### src/rtl/cpu_pkg.sv
// Shared definitions for the single-bus CPU control path: opcodes, IR field
// positions, sequencer states and the decoded instruction classes.
package cpu_pkg;

  localparam logic [4:0] OP_LD   = 5'd0;
  localparam logic [4:0] OP_LDI  = 5'd1;
  localparam logic [4:0] OP_ST   = 5'd2;
  localparam logic [4:0] OP_ADD  = 5'd3;
  localparam logic [4:0] OP_SUB  = 5'd4;
  localparam logic [4:0] OP_AND  = 5'd5;
  localparam logic [4:0] OP_OR   = 5'd6;
  localparam logic [4:0] OP_SHR  = 5'd7;
  localparam logic [4:0] OP_SHRA = 5'd8;
  localparam logic [4:0] OP_SHL  = 5'd9;
  localparam logic [4:0] OP_ROR  = 5'd10;
  localparam logic [4:0] OP_ROL  = 5'd11;
  localparam logic [4:0] OP_ADDI = 5'd12;
  localparam logic [4:0] OP_ANDI = 5'd13;
  localparam logic [4:0] OP_ORI  = 5'd14;
  localparam logic [4:0] OP_MUL  = 5'd15;
  localparam logic [4:0] OP_DIV  = 5'd16;
  localparam logic [4:0] OP_NEG  = 5'd17;
  localparam logic [4:0] OP_NOT  = 5'd18;
  localparam logic [4:0] OP_JR   = 5'd20;
  localparam logic [4:0] OP_MFHI = 5'd24;
  localparam logic [4:0] OP_MFLO = 5'd25;
  localparam logic [4:0] OP_NOP  = 5'd26;
  localparam logic [4:0] OP_HALT = 5'd27;

  localparam int OP_MSB = 31;
  localparam int OP_LSB = 27;
  localparam int RA_MSB = 26;
  localparam int RA_LSB = 23;
  localparam int RB_MSB = 22;
  localparam int RB_LSB = 19;
  localparam int RC_MSB = 18;
  localparam int RC_LSB = 15;

  typedef enum logic [3:0] {
    S_IDLE, S_T0, S_T1, S_T2, S_T3, S_T4, S_T5, S_T6, S_T7, S_HALT, S_FAULT
  } state_e;

  typedef enum logic [3:0] {
    C_ALU_R, C_ALU_I, C_LD, C_LDI, C_ST, C_MULDIV, C_UNARY,
    C_JR, C_MFHI, C_MFLO, C_NOP, C_HALT, C_ILLEGAL
  } iclass_e;

  function automatic logic [15:0] reg_onehot(input logic [3:0] idx);
    return 16'h0001 << idx;
  endfunction

endpackage

### src/rtl/ir_decode.sv
// Maps the IR opcode field to an instruction class and the ALU operation
// used during that instruction's arithmetic step.
module ir_decode
  import cpu_pkg::*;
(
  input  logic [4:0] op,
  output iclass_e    iclass,
  output logic [4:0] alu_op
);

  always_comb begin
    iclass = C_ILLEGAL;
    alu_op = 5'd0;
    case (op)
      OP_ADD, OP_SUB, OP_AND, OP_OR, OP_SHR, OP_SHRA, OP_SHL, OP_ROR, OP_ROL: begin
        iclass = C_ALU_R;
        alu_op = op;
      end
      OP_ADDI: begin iclass = C_ALU_I; alu_op = OP_ADD; end
      OP_ANDI: begin iclass = C_ALU_I; alu_op = OP_AND; end
      OP_ORI:  begin iclass = C_ALU_I; alu_op = OP_OR;  end
      // address and ldi arithmetic is always Rb + C
      OP_LD:   begin iclass = C_LD;  alu_op = OP_ADD; end
      OP_LDI:  begin iclass = C_LDI; alu_op = OP_ADD; end
      OP_ST:   begin iclass = C_ST;  alu_op = OP_ADD; end
      OP_MUL, OP_DIV: begin iclass = C_MULDIV; alu_op = op; end
      OP_NEG, OP_NOT: begin iclass = C_UNARY;  alu_op = op; end
      OP_JR:   iclass = C_JR;
      OP_MFHI: iclass = C_MFHI;
      OP_MFLO: iclass = C_MFLO;
      OP_NOP:  iclass = C_NOP;
      OP_HALT: iclass = C_HALT;
      default: iclass = C_ILLEGAL;
    endcase
  end

endmodule

### src/rtl/control_sequencer.sv
// Hardwired Moore control unit: steps the single-bus datapath through fetch
// (T0-T2) and class-specific execute steps (T3-T7), with a memory wait timeout.
module control_sequencer
  import cpu_pkg::*;
#(
  parameter int MEM_TIMEOUT = 255
) (
  input  logic        clock,
  input  logic        clear,
  input  logic        run,
  input  logic [31:0] ir,
  input  logic        mem_ready,
  output logic [15:0] Rin,
  output logic [15:0] Rout,
  output logic        HIin, LOin, Yin, Zin, PCin, IRin, MARin, MDRin,
  output logic        HIout, LOout, Zhighout, Zlowout, PCout, MDRout, Cout,
  output logic        IncPC, Read, Write,
  output logic [4:0]  opcode,
  output logic        halted,
  output logic        fault,
  output logic        illegal,
  output logic [3:0]  state_out
);

  localparam logic [7:0] TIMEOUT_LAST = 8'(MEM_TIMEOUT - 1);

  state_e     state_q, state_d;
  logic [7:0] wait_cnt_q, wait_cnt_d;
  iclass_e    iclass;
  logic [4:0] alu_op;
  logic       mem_waiting;
  state_e     end_state;
  logic [15:0] ra_oh, rb_oh, rc_oh;
  logic       unused_ir;

  ir_decode u_ir_decode (
    .op     (ir[OP_MSB:OP_LSB]),
    .iclass (iclass),
    .alu_op (alu_op)
  );

  assign ra_oh     = reg_onehot(ir[RA_MSB:RA_LSB]);
  assign rb_oh     = reg_onehot(ir[RB_MSB:RB_LSB]);
  assign rc_oh     = reg_onehot(ir[RC_MSB:RC_LSB]);
  assign unused_ir = ^ir[RC_LSB-1:0];
  assign state_out = state_q;
  assign end_state = run ? S_T0 : S_IDLE;

  assign mem_waiting = (state_q == S_T1) ||
                       (state_q == S_T6 && iclass == C_LD) ||
                       (state_q == S_T7 && iclass == C_ST);

  always_ff @(posedge clock or negedge clear) begin
    if (!clear) begin
      state_q    <= S_IDLE;
      wait_cnt_q <= 8'd0;
    end else begin
      state_q    <= state_d;
      wait_cnt_q <= wait_cnt_d;
    end
  end

  // The wait counter only survives while stalled in a memory wait, so it is
  // automatically zero on entry to each wait state.
  always_comb begin
    state_d    = state_q;
    wait_cnt_d = 8'd0;
    case (state_q)
      S_IDLE: if (run) state_d = S_T0;
      S_T0:   state_d = S_T1;
      S_T1:   if (mem_ready) state_d = S_T2;
      S_T2:   state_d = S_T3;
      S_T3: begin
        case (iclass)
          C_ALU_R, C_ALU_I, C_LD, C_LDI, C_ST, C_MULDIV, C_UNARY: state_d = S_T4;
          C_HALT:  state_d = S_HALT;
          default: state_d = end_state;
        endcase
      end
      S_T4: state_d = (iclass == C_UNARY) ? end_state : S_T5;
      S_T5: state_d = (iclass == C_LD || iclass == C_ST || iclass == C_MULDIV) ? S_T6 : end_state;
      S_T6: begin
        if (iclass == C_ST || (iclass == C_LD && mem_ready)) state_d = S_T7;
        else if (iclass != C_LD) state_d = end_state;
      end
      S_T7: if (iclass != C_ST || mem_ready) state_d = end_state;
      S_HALT:  state_d = S_HALT;
      S_FAULT: state_d = S_FAULT;
      default: state_d = S_IDLE;
    endcase
    if (mem_waiting && !mem_ready) begin
      if (wait_cnt_q == TIMEOUT_LAST) state_d = S_FAULT;
      else wait_cnt_d = wait_cnt_q + 8'd1;
    end
  end

  always_comb begin
    Rin = 16'h0000; Rout = 16'h0000;
    HIin = 1'b0; LOin = 1'b0; Yin = 1'b0; Zin = 1'b0;
    PCin = 1'b0; IRin = 1'b0; MARin = 1'b0; MDRin = 1'b0;
    HIout = 1'b0; LOout = 1'b0; Zhighout = 1'b0; Zlowout = 1'b0;
    PCout = 1'b0; MDRout = 1'b0; Cout = 1'b0;
    IncPC = 1'b0; Read = 1'b0; Write = 1'b0;
    opcode = 5'd0; halted = 1'b0; fault = 1'b0; illegal = 1'b0;
    case (state_q)
      S_T0: begin PCout = 1'b1; MARin = 1'b1; IncPC = 1'b1; Zin = 1'b1; end
      S_T1: begin Zlowout = 1'b1; PCin = 1'b1; Read = 1'b1; MDRin = mem_ready; end
      S_T2: begin MDRout = 1'b1; IRin = 1'b1; end
      S_T3: begin
        case (iclass)
          C_ALU_R, C_ALU_I, C_LD, C_LDI, C_ST: begin Rout = rb_oh; Yin = 1'b1; end
          C_MULDIV: begin Rout = ra_oh; Yin = 1'b1; end
          C_UNARY:  begin Rout = rb_oh; opcode = alu_op; Zin = 1'b1; end
          C_JR:     begin Rout = ra_oh; PCin = 1'b1; end
          C_MFHI:   begin HIout = 1'b1; Rin = ra_oh; end
          C_MFLO:   begin LOout = 1'b1; Rin = ra_oh; end
          C_ILLEGAL: illegal = 1'b1;
          default: ;
        endcase
      end
      S_T4: begin
        case (iclass)
          C_ALU_R:  begin Rout = rc_oh; opcode = alu_op; Zin = 1'b1; end
          C_ALU_I, C_LD, C_LDI, C_ST: begin Cout = 1'b1; opcode = alu_op; Zin = 1'b1; end
          C_MULDIV: begin Rout = rb_oh; opcode = alu_op; Zin = 1'b1; end
          C_UNARY:  begin Zlowout = 1'b1; Rin = ra_oh; end
          default: ;
        endcase
      end
      S_T5: begin
        case (iclass)
          C_ALU_R, C_ALU_I, C_LDI: begin Zlowout = 1'b1; Rin = ra_oh; end
          C_LD, C_ST: begin Zlowout = 1'b1; MARin = 1'b1; end
          C_MULDIV:   begin Zlowout = 1'b1; LOin = 1'b1; end
          default: ;
        endcase
      end
      S_T6: begin
        case (iclass)
          C_LD:     begin Read = 1'b1; MDRin = mem_ready; end
          C_ST:     begin Rout = ra_oh; MDRin = 1'b1; end
          C_MULDIV: begin Zhighout = 1'b1; HIin = 1'b1; end
          default: ;
        endcase
      end
      S_T7: begin
        case (iclass)
          C_LD: begin MDRout = 1'b1; Rin = ra_oh; end
          C_ST: Write = 1'b1;
          default: ;
        endcase
      end
      S_HALT:  halted = 1'b1;
      S_FAULT: fault = 1'b1;
      default: ;
    endcase
  end

endmodule

### config.mk
export PLATFORM = sky130hd
export DESIGN_NAME = control_sequencer
export DESIGN_NICKNAME = d
export VERILOG_FILES = /design/src/rtl/cpu_pkg.sv /design/src/rtl/ir_decode.sv /design/src/rtl/control_sequencer.sv
export SDC_FILE = /design/constraint.sdc
export NUM_CORES = 1
export LEC_CHECK = 0
export BUFFER_PORTS_ARGS = -buffer_cell sky130_fd_sc_hd__buf_4
export CORE_MARGIN = 10
export CORE_UTILIZATION = 35
export DETAILED_ROUTE_END_ITERATION = 12
export PLACE_DENSITY_LB_ADDON = 0.1
export SLEW_MARGIN = 30
export SYNTH_ARGS = -nofsm -noshare
export SYNTH_HDL_FRONTEND = slang
export SYNTH_HIERARCHICAL = 1
export SYNTH_SLANG_ARGS = --single-unit
### constraint.sdc
create_clock -name clock -period 6.8 [get_ports clock]
set_clock_uncertainty 0.15 [all_clocks]
set_input_delay 2.04 -clock clock [delete_from_list [all_inputs] [get_ports clock]]
set_output_delay 2.04 -clock clock [all_outputs]
set_load 0.05 [all_outputs]
==> reports/qor.txt, run 1 <==
======================================================================================
Slowest-stage cell, CP .................................................. sky130_fd_sc_hd__or4b_4
Sequential area share after synthesis ...................................        13.8%
Peak ir drop on the vdd network .........................................   0.000223 V
Worst-case hold slack ...................................................     0.349 ns
CTS Hold Buffers Added ..................................................            0
Synthesis-stage register bit count ......................................           12
Worst hold path class ...................................................      reg2reg
Drt total wl ............................................................      8510 µm
Max_slew headroom .......................................................        47.0%
Peak fanout along the critical path .....................................            8
Final max-slew violation count ..........................................            0
Port Buffer Count .......................................................           82
Overall die width .......................................................      99.0 µm
Clock Path Buffers ......................................................            2
CTS tree ................................................................         done
Kind of start point of the critical path ................................    input pin
Maximum clock frequency .................................................    0.149 GHz
Die Span Y ..............................................................      99.0 µm
ANT nets after route ....................................................            0
Worst reg2reg path depth ................................................            4
Arrival time at the worst endpoint ......................................      4.52 ns
Fraction of synthesis flops using an asynchronous set or reset pin ......         100%
Clk sinks ...............................................................           12
Status ..................................................................    completed
Worst slew pin tran .....................................................     0.791 ns
Overall via count from detail_route .....................................         2926
Count of TritonRoute iterations in the first routing pass ...............            4
Detailed placer's ending HPWL ...........................................      6620 µm
Min cycle time layout ...................................................      6.71 ns
CTS Buf Count ...........................................................            3
Total count of hold-check failures in the final report ..................            0
Power density over the cells ............................................   195 nW/µm²
Setup slack after placement .............................................   -0.0333 ns
Global-route wire length before repair ..................................     13600 µm
Beginning of the worst hold path ........................................ wait_cnt_q[0]
Number of nets in the finished design ...................................          460
Hold worst-path end ..................................................... wait_cnt_q[0]
EDFF count, synth .......................................................            0
Post-DR wirelength/cell .................................................      17.2 µm
Placed inst area ........................................................     3000 µm²
Largest net degree at the start of global routing .......................           18
Weighted congestion reported at the end of routability-driven placement .        0.901
Setup crit end kind .....................................................   output pin
Most common flop cell mapped by yosys ................................... sky130_fd_sc_hd__dfrtp_1
Required time of the critical path ......................................      4.61 ns
Crit Reg-Reg Startpoint ................................................. state_out[1]
Count of endpoints failing setup in the final report ....................            0
Setup slack on the worst flop-to-flop path ..............................      4.53 ns
Number of antenna violations at the first check in global routing .......            0
Number of buffers and inverters on the critical path ....................            4
Endpoint of the worst-slack reg-to-reg timing path ...................... state_out[2]
P_leak ..................................................................      1.34 nW
Dominant cell type by count on the critical path ........................ sky130_fd_sc_hd__buf_4
Sequential cell area ....................................................      300 µm²
Number of design rule violations left after detail routing ..............            0
Number of standard cells after synthesis ................................          329
Share of layout cells above drive strength 1 ............................        33.3%
Worst path max stage delay ..............................................      0.55 ns
Total Routing Usage GR ..................................................        15.8%
Share of the cycle needed by the critical path after routing ............        98.7%
Dominant delay contributor by cell family on the critical path .......... simple AND/OR/NAND/NOR gates
Post-Syn Nets ...........................................................          367
Vias per cell ...........................................................         5.90
Clk Latency, worst-skew pair ............................................      0.25 ns
Fill cell instance count of the final layout ............................          594
Post-route cell area ....................................................     3150 µm²
Via count of the first global-routing pass ..............................         2777
Signed area change from the synthesized netlist to the final layout .....        44.6%
RSZ-0062 raised after global routing ....................................           no
GRT overflow ............................................................            0
CTS root buf ............................................................ sky130_fd_sc_hd__clkbuf_8
PnR Total Power .........................................................     0.614 mW
CTS H-Tree Depth ........................................................            1
Starting density of the core ............................................        36.4%
Worst hold path cell count ..............................................            1
Count of maximum capacitance violations .................................            0
Util after Layout .......................................................        52.7%
Cell area after technology mapping ......................................     2180 µm²
Type of the setup path with the least slack .............................       in2out
Count of yosys warnings during synthesis ................................            6
Worst setup path startpoint .............................................       ir[30]
DIE AREA ................................................................     9790 µm²
Avg Synthesized Cell Area ...............................................     6.63 µm²
Cell breakdown of the critical path ..................................... buf_4, and2_4, a311oi_1, a21oi_1, buf_4, or4b_4, a2111oi_4, nor3_4, buf_4, nor4_2, buf_4
Synth cell types ........................................................           65
Number of placement rows ................................................           28
Number of top-level pins ................................................           98
Clock-pin slew on the worst setup and hold paths ........................      0.05 ns
Area of the core ........................................................     5990 µm²
Final worst-path setup slack ............................................    0.0907 ns
First DRT Iteration DRCs ................................................          184
Number of inserted diodes ...............................................            0
Area of the multi-input gates ...........................................     1810 µm²
======================================================================================
power breakdown:
group,switching (mW),total [mW],internal (mW)
clock,0.0280,0.0792,0.0512
sequential,0.0374,0.118,0.0809
combinational,0.283,0.417,0.133
total,0.349,0.614,0.266
metrics by stage:
step | TNS [ns] | instances
CTS | 0 | 491
finish | 0 | 496
global placement | 0 | 487
detailed placement | -0.0365 | 487
floorplan | -1.38 | 329
global route | 0 | 496
routing by layer:
| layer | up-vias | GRT usage, % | part of all wire, % |
|---|---|---|---|
| met5 | - | 0 | 0 |
| met4 | 0 | 2.32 | 0.52 |
| met3 | 4 | 3.56 | 7.5 |
| met2 | 142 | 24.8 | 46 |
| met1 | 1358 | 21.6 | 46 |
| li1 | 1422 | - | - |
logic make-up (layout without fill, tap and decap cells):
kind of cell / count (synthesis) / after routing / share of synthesized area, %
simple gates: 184 / 184 / 44.9
mux: 1 / 1 / 0.459
compound gates: 86 / 86 / 29.0
flops: 12 / 12 / 13.8
fa+ha+maj: 3 / 3 / 1.66
xor+xnor: 7 / 7 / 2.81
buf+inv: 36 / 128 / 7.40
synthesized netlist by cell type (all sizes together) (3+ instances only):
cell    count  area (µm²)
buf         9        57.6
and3        3        18.8
inv        14        55.1
clkbuf     13        48.8
or4         4        30.0
nand2b     12        75.1
xor2        4        35.0
o221ai     10        87.6
nor2b      12        75.1
nor3       23         130
a21oi      12        63.8
dfrtp      12         300
a221o       4        40.0
o21ai      13        65.1
nor4b       4        53.8
o22ai       6        37.5
xnor2       3        26.3
nand3      11        55.1
a32oi       4        35.0
nor2       53         199
nand2      33         124
nor4        6        37.5
nand3b      3        22.5
a22oi      13        97.6
and2        5        31.3
repair_timing:
item	in CTS	in global routing
setup buffers	0	5
setup endpoints to repair	3	28
gates resized for setup	1	14
pin swaps	0	3
how the worst max path moves through the flow:
stage / to / slack, ns / cells past startpoint
final: Rin[5] / 0.09 / 11
after global routing: Rout[13] / 0.01 / 13
after CTS: Rout[13] / 0.02 / 13
after detailed placement: Rout[11] / -0.03 / 12
after global placement: Rout[11] / 0.009 / 12
after floorplan: Rin[13] / -0.31 / 8
sequential cells by signal, summed over array words and instances, names as in the netlist:
register,cells
state_out,4
wait_cnt_q,8
cell usage in the layout, fill, tap and decap left out, types with 3 or more instances in the layout:
cell type and instances:
sky130_fd_sc_hd__nand2b_1 12, sky130_fd_sc_hd__and3_1 3, sky130_fd_sc_hd__nor3_1 18, sky130_fd_sc_hd__or4_1 3
sky130_fd_sc_hd__o21ai_0 9, sky130_fd_sc_hd__inv_1 11, sky130_fd_sc_hd__nor4_2 4, sky130_fd_sc_hd__a22oi_1 13
sky130_fd_sc_hd__clkbuf_8 4, sky130_fd_sc_hd__a221o_1 4, sky130_fd_sc_hd__xor2_1 4, sky130_fd_sc_hd__a32oi_1 4
sky130_fd_sc_hd__nor2_1 51, sky130_fd_sc_hd__nand3_1 11, sky130_fd_sc_hd__buf_6 4, sky130_fd_sc_hd__and2_1 4
sky130_fd_sc_hd__o21ai_1 4, sky130_fd_sc_hd__a21oi_1 11, sky130_fd_sc_hd__dfrtp_1 12, sky130_fd_sc_hd__nor4b_2 3
sky130_fd_sc_hd__o221ai_1 10, sky130_fd_sc_hd__nand2_1 33, sky130_fd_sc_hd__buf_4 106, sky130_fd_sc_hd__nor2b_1 12
sky130_fd_sc_hd__nand3b_1 3, sky130_fd_sc_hd__nor3_4 4, sky130_fd_sc_hd__xnor2_1 3, sky130_fd_sc_hd__o22ai_1 6
cell type report:
cell class | count | area share [%]
Timing Repair Buffer | 110 | 26.7
Multi-Input combinational cell | 281 | 57.4
Sequential cell | 12 | 9.52
Inverter | 14 | 1.75
Clock buffer | 4 | 1.75
Tap cell | 75 | 2.98
(Power assumes the default switching activity.)
==> run 2, diff against run 1 <==
Settings changed: ABC_AREA from default to 1.
==> run 2 against run 1 <==
Compared with the run above: sequential power is 39% lower; sequential share of layout area is 0.22 points higher; worst setup slack better by 0.26 ns; clock-buffer cell count stayed put; critical endpoint is now Rout[7]; synthesized area is 7.5% higher; hold slack worse by 0.025 ns; first-iteration DRC count is 22% lower; highest routed layer unchanged.
==> reports/qor.txt, run 2 <==
======================================================================================
Status ..................................................................    completed
Number of standard cells after synthesis ................................          448
Peak fanout along the critical path .....................................            7
Number of inserted diodes ...............................................            0
Length of routed met2 wiring ............................................      4070 µm
Placed inst area ........................................................     3010 µm²
Worst-case hold slack ...................................................     0.323 ns
RSZ-0062 raised after global routing ....................................           no
GRT overflow ............................................................            0
Overall die width .......................................................       102 µm
Highest metal used ......................................................         met4
Total negative setup slack ..............................................         0 ns
CTS Hold Buffers Added ..................................................            0
Post-DR wirelength/cell .................................................      14.9 µm
Clock Path Buffers ......................................................            2
Leading post-synthesis cells by cell area ............................... sky130_fd_sc_hd__nand2_1, sky130_fd_sc_hd__dfrtp_1, sky130_fd_sc_hd__nor2_1, sky130_fd_sc_hd__nand3_1, sky130_fd_sc_hd__inv_1
Post-Syn Nets ...........................................................          486
Kind of start point of the critical path ................................    input pin
Weighted congestion reported at the end of routability-driven placement .        0.892
DIE AREA ................................................................    10400 µm²
Area of the core ........................................................     6420 µm²
Fraction of synthesized cell area taken by the top area cell type .......        18.4%
Synth cell types ........................................................           35
PnR Total Power .........................................................     0.239 mW
Total Routing Usage GR ..................................................        16.6%
Largest net degree at the start of global routing .......................           19
Maximum clock frequency .................................................    0.155 GHz
Clk sinks ...............................................................           12
Number of nets in the finished design ...................................          563
Max FFs per register ....................................................            8
Max_slew headroom .......................................................        55.2%
First DRT Iteration DRCs ................................................          143
CTS Buf Count ...........................................................            3
Detailed placer's ending HPWL ...........................................      7290 µm
Met1 Wirelength .........................................................      4090 µm
Type of the setup path with the least slack .............................       in2out
Port Buffer Count .......................................................           82
Worst slew pin tran .....................................................     0.669 ns
Required time of the critical path ......................................      4.61 ns
Fill cell instance count of the final layout ............................          704
Peak ir drop on the vdd network .........................................  0.0000850 V
Via count of the first global-routing pass ..............................         3015
Power density over the cells ............................................  77.6 nW/µm²
Fraction of synthesis flops using an asynchronous set or reset pin ......         100%
Final max-slew violation count ..........................................            0
EDFF count, synth .......................................................            0
Clk Latency, worst-skew pair ............................................      0.24 ns
Most common library cell in the layout ignoring fill and taps ........... sky130_fd_sc_hd__nand2_1
Register with the most flip-flops .......................................   wait_cnt_q
Leading cell type by number of instances after synthesis ................ sky130_fd_sc_hd__nand2_1
Global-route wire length before repair ..................................     14300 µm
Post-route cell area ....................................................     3080 µm²
Arrival time at the worst endpoint ......................................      4.26 ns
Avg Synthesized Cell Area ...............................................     5.23 µm²
Signed area change from the synthesized netlist to the final layout .....        31.5%
Wire length on met3 .....................................................       720 µm
Util after Layout .......................................................        48.0%
Clock-pin slew on the worst setup and hold paths ........................      0.05 ns
Vias per cell ...........................................................         5.32
Most common flop cell mapped by yosys ................................... sky130_fd_sc_hd__dfrtp_1
Drt total wl ............................................................      8960 µm
CTS H-Tree Depth ........................................................            1
ANT nets after route ....................................................            0
Synthesis-stage register bit count ......................................           12
Overall via count from detail_route .....................................         3199
Count of maximum capacitance violations .................................            0
Worst hold path class ...................................................      reg2reg
Largest area contributor in the netlist ................................. sky130_fd_sc_hd__nand2_1
Most frequent cells in the layout ....................................... sky130_fd_sc_hd__nand2_1, sky130_fd_sc_hd__buf_4, sky130_fd_sc_hd__nor2_1
Count of endpoints failing setup in the final report ....................            0
Setup crit end kind .....................................................   output pin
Min cycle time layout ...................................................      6.45 ns
CTS root buf ............................................................ sky130_fd_sc_hd__clkbuf_8
Share of layout cells above drive strength 1 ............................        21.8%
Total count of hold-check failures in the final report ..................            0
Die Span Y ..............................................................       102 µm
Sequential area share after synthesis ...................................        12.8%
Cell area after technology mapping ......................................     2340 µm²
Count of TritonRoute iterations in the first routing pass ...............            4
Share of the cycle needed by the critical path after routing ............        94.8%
P_leak ..................................................................      1.52 nW
Number of antenna violations at the first check in global routing .......            0
CTS tree ................................................................         done
Starting density of the core ............................................        36.5%
Number of top-level pins ................................................           98
Count of yosys warnings during synthesis ................................            6
Number of placement rows ................................................           29
Ranking of synthesized cells by instance count .......................... sky130_fd_sc_hd__nand2_1, sky130_fd_sc_hd__nor2_1, sky130_fd_sc_hd__inv_1
Number of design rule violations left after detail routing ..............            0
======================================================================================
[run 2: metrics by stage]
stage | worst slack (ns) | instances
2_1_floorplan | 0.177 | 448
3_3_place_gp | 0.256 | 596
3_5_place_dp | 0.291 | 596
4_1_cts | 0.280 | 600
5_1_grt | 0.0467 | 601
6_report | 0.352 | 601
[run 2: where the power goes]
group / switching [mW] / internal, mW / total [mW]
Combinational: 0.0626 / 0.0265 / 0.0891
Sequential: 0 / 0.0715 / 0.0715
Clock: 0.0276 / 0.0512 / 0.0789
[run 2: cell type report]
type | count | area, µm² | area share [%]
well taps | 77 | 96.3 | 3.12
multi-input cells | 359 | 1730 | 56.1
repair buffers | 88 | 673 | 21.8
flip-flops and latches | 12 | 300 | 9.74
clock buffers | 4 | 55.1 | 1.78
inverters | 61 | 229 | 7.42
[run 2: repair_timing]
action	4_1_cts	5_1_grt
gates resized for setup	0	1
buffers inserted	0	1
endpoints found under the setup margin	0	5
hold endpoints to repair	0	0
[run 2: final timing paths]
path / start / to / slack [ns] / cells after the start
hold reg to reg: wait_cnt_q[0] / wait_cnt_q[0] / 0.32 / 1
hold / removal: wait_cnt_q[0] / wait_cnt_q[0] / 0.32 / 1
setup reg to reg: state_out[0] / state_out[2] / 4.82 / 7
max in group asynchronous: clear / wait_cnt_q[1] / 4.87 / 1
setup / recovery: ir[27] / Rout[7] / 0.35 / 16
min in group asynchronous: clear / wait_cnt_q[4] / 1.47 / 1
[run 2: metal layers]
metal	vias to the layer above	GRT usage (%)
met4	0	3.25
met5	-	0
li1	1632	-
met2	117	27.8
met3	6	3.64
met1	1444	21.4
[run 2: worst max-delay path, cell delays in order]
cell and delay, ns:
sky130_fd_sc_hd__buf_4 0.13, sky130_fd_sc_hd__inv_2 0.05, sky130_fd_sc_hd__nand2_1 0.11, sky130_fd_sc_hd__nand2_1 0.06
sky130_fd_sc_hd__nand2_1 0.09, sky130_fd_sc_hd__nand2_1 0.08, sky130_fd_sc_hd__nor2_1 0.11, sky130_fd_sc_hd__nand2_1 0.13
sky130_fd_sc_hd__inv_1 0.16, sky130_fd_sc_hd__nand2_1 0.16, sky130_fd_sc_hd__nor2_2 0.19, sky130_fd_sc_hd__nand2_1 0.20
sky130_fd_sc_hd__o21ai_0 0.28, sky130_fd_sc_hd__nand2_1 0.08, sky130_fd_sc_hd__o211ai_1 0.13, sky130_fd_sc_hd__buf_4 0.25
[run 2: cells by family (layout without fill, tap and decap cells)]
group,Yosys count,after routing,synth area share (%)
XOR/XNOR,6,6,2.24
AO/OA/AOI/OAI,53,53,13.7
AND/OR/NAND/NOR,298,298,56.7
buffers and inverters,77,153,13.5
adder cells (fa/ha/maj),2,2,1.07
flip-flops,12,12,12.8
==> run 3, diff against run 2 <==
Settings changed: ABC_AREA 1 to default, CTS_BUF_LIST from default to sky130_fd_sc_hd__clkbuf_4.
==> run 3 against run 2 <==
Compared with the run above: flip-flop and latch count did not move; critical path depth down 5; sequential share of layout area down 0.13 points; via count is 8.3% lower; final area up 1.3%; maximum frequency fell by 3.9%; first-iteration DRC count is 6.3% higher; combinational power increased to 4.7 times the previous value; clock power down 43%; critical path type unchanged; critical endpoint is now Rin[5]; largest cell class unchanged; largest power group unchanged.
==> reports/qor.txt, run 3 (synthesis gave the netlist of run 1 again) <==
======================================================================================
Via count of the first global-routing pass ..............................         2777
Number of top-level pins ................................................           98
Share of layout cells above drive strength 1 ............................        33.0%
Number of design rule violations left after detail routing ..............            0
Number of placement rows ................................................           28
CTS H-Tree Depth ........................................................            1
CTS Hold Buffers Added ..................................................            0
Setup crit end kind .....................................................   output pin
Overall via count from detail_route .....................................         2933
Final worst-path setup slack ............................................    0.0921 ns
Min cycle time layout ...................................................      6.71 ns
Required time of the critical path ......................................      4.61 ns
Starting density of the core ............................................        36.4%
Util after Layout .......................................................        52.2%
CTS root buf ............................................................ sky130_fd_sc_hd__clkbuf_4
Die Span Y ..............................................................      99.0 µm
Number of inserted diodes ...............................................            0
Final max-slew violation count ..........................................            0
Worst slew pin tran .....................................................     0.782 ns
CTS Buf Count ...........................................................            3
Fill cell instance count of the final layout ............................          595
Worst hold path class ...................................................      reg2reg
Count of endpoints failing setup in the final report ....................            0
Share of the cycle needed by the critical path after routing ............        98.6%
Arrival time at the worst endpoint ......................................      4.52 ns
Total Routing Usage GR ..................................................        15.8%
Area of the multi-input gates ...........................................     1810 µm²
Clock-pin slew on the worst setup and hold paths ........................      0.07 ns
Largest net degree at the start of global routing .......................           18
CTS tree ................................................................         done
Placed inst area ........................................................     3000 µm²
P_leak ..................................................................      1.33 nW
Status ..................................................................    completed
Overall die width .......................................................      99.0 µm
Peak fanout along the critical path .....................................            8
Clk sinks ...............................................................           12
GRT overflow ............................................................            0
ANT nets after route ....................................................            0
Most common library cell in the layout ignoring fill and taps ........... sky130_fd_sc_hd__buf_4
Clock Path Buffers ......................................................            2
RSZ-0062 raised after global routing ....................................           no
Total negative setup slack ..............................................         0 ns
Port Buffer Count .......................................................           82
Post-route cell area ....................................................     3130 µm²
Most frequent cells in the layout ....................................... sky130_fd_sc_hd__buf_4, sky130_fd_sc_hd__nor2_1, sky130_fd_sc_hd__nand2_1
Final instance count without filler cells ...............................          496
Peak ir drop on the vdd network .........................................   0.000223 V
Global-route wire length before repair ..................................     13600 µm
Number of antenna violations at the first check in global routing .......            0
Maximum clock frequency .................................................    0.149 GHz
Clk Latency, worst-skew pair ............................................      0.27 ns
Max FFs per register ....................................................            8
Type of the setup path with the least slack .............................       in2out
Post-DR wirelength/cell .................................................      17.3 µm
Max_slew headroom .......................................................        47.6%
Detailed placer's ending HPWL ...........................................      6620 µm
Signed area change from the synthesized netlist to the final layout .....        43.2%
Weighted congestion reported at the end of routability-driven placement .        0.901
DIE AREA ................................................................     9790 µm²
Vias per cell ...........................................................         5.91
Worst-case hold slack ...................................................     0.350 ns
Count of placed standard cells including taps ...........................          487
Count of maximum capacitance violations .................................            0
Kind of start point of the critical path ................................    input pin
Register with the most flip-flops .......................................   wait_cnt_q
Count of TritonRoute iterations in the first routing pass ...............            5
Drt total wl ............................................................      8560 µm
Area of the core ........................................................     5990 µm²
First DRT Iteration DRCs ................................................          152
Total count of hold-check failures in the final report ..................            0
Sequential cell area ....................................................      300 µm²
Setup slack after placement .............................................   -0.0333 ns
PnR Total Power .........................................................     0.581 mW
Power density over the cells ............................................   186 nW/µm²
Number of nets in the finished design ...................................          460
======================================================================================
run 3: cell count changes in the layout (fill, tap and decap cells not counted), sizes merged, moves of 12 or more:
cell and delta:
o22ai -15, inv -45, nand4 -23, nand2b +12, nand3 -38, buf +22
nand2 -87, nor2b +12, a22oi +13, nor2 -29
run 3: metal layers:
layer / vias to the layer above / GRT usage (%) / wire length (µm)
met5: - / 0 / 0
met4: 0 / 2.32 / 67
met3: 8 / 3.56 / 636
met2: 138 / 24.8 / 3920
met1: 1369 / 21.6 / 3930
li1: 1418 / - / -
run 3: final cells by class:
class	count	area share, %
Clock buffer	3	0.721
Multi-Input combinational cell	281	57.9
Tap cell	75	3.00
Inverter	14	1.76
Timing Repair Buffer	110	26.9
Clock inverter	1	0.120
Sequential cell	12	9.61
run 3: where the power goes:
part / internal (mW) / switching (mW) / total, mW / leakage [nW]
registers: 0.0807 / 0.0379 / 0.119 / 0.163
logic: 0.133 / 0.283 / 0.417 / 1.15
clock network: 0.0213 / 0.0239 / 0.0452 / 0.0154
run 3: timing repair:
action / CTS / global route
pin swaps: 0 / 3
hold endpoints to repair: 0 / 0
setup buffers: 0 / 5
resized for setup: 1 / 14
setup endpoints to repair: 3 / 28
run 3: critical path: stages:
cell and delay [ns]:
sky130_fd_sc_hd__buf_4 0.14, sky130_fd_sc_hd__and2_4 0.17, sky130_fd_sc_hd__a311oi_1 0.22, sky130_fd_sc_hd__a21oi_1 0.07
sky130_fd_sc_hd__buf_4 0.16, sky130_fd_sc_hd__or4b_4 0.56, sky130_fd_sc_hd__a2111oi_4 0.42, sky130_fd_sc_hd__nor3_4 0.12
sky130_fd_sc_hd__buf_4 0.18, sky130_fd_sc_hd__nor4_2 0.20, sky130_fd_sc_hd__buf_4 0.24
run 3: final timing paths:
| check | slack (ns) | end | cells past startpoint | from |
|---|---|---|---|---|
| min in group asynchronous | 1.44 | wait_cnt_q[4] | 1 | clear |
| worst max register to register | 4.48 | state_out[0] | 6 | state_out[2] |
| worst max-delay path | 0.09 | Rin[5] | 11 | ir[30] |
| max in group asynchronous | 4.91 | state_out[3] | 1 | clear |
| worst min-delay path | 0.35 | wait_cnt_q[0] | 1 | wait_cnt_q[0] |
| worst min register to register | 0.35 | wait_cnt_q[0] | 1 | wait_cnt_q[0] |
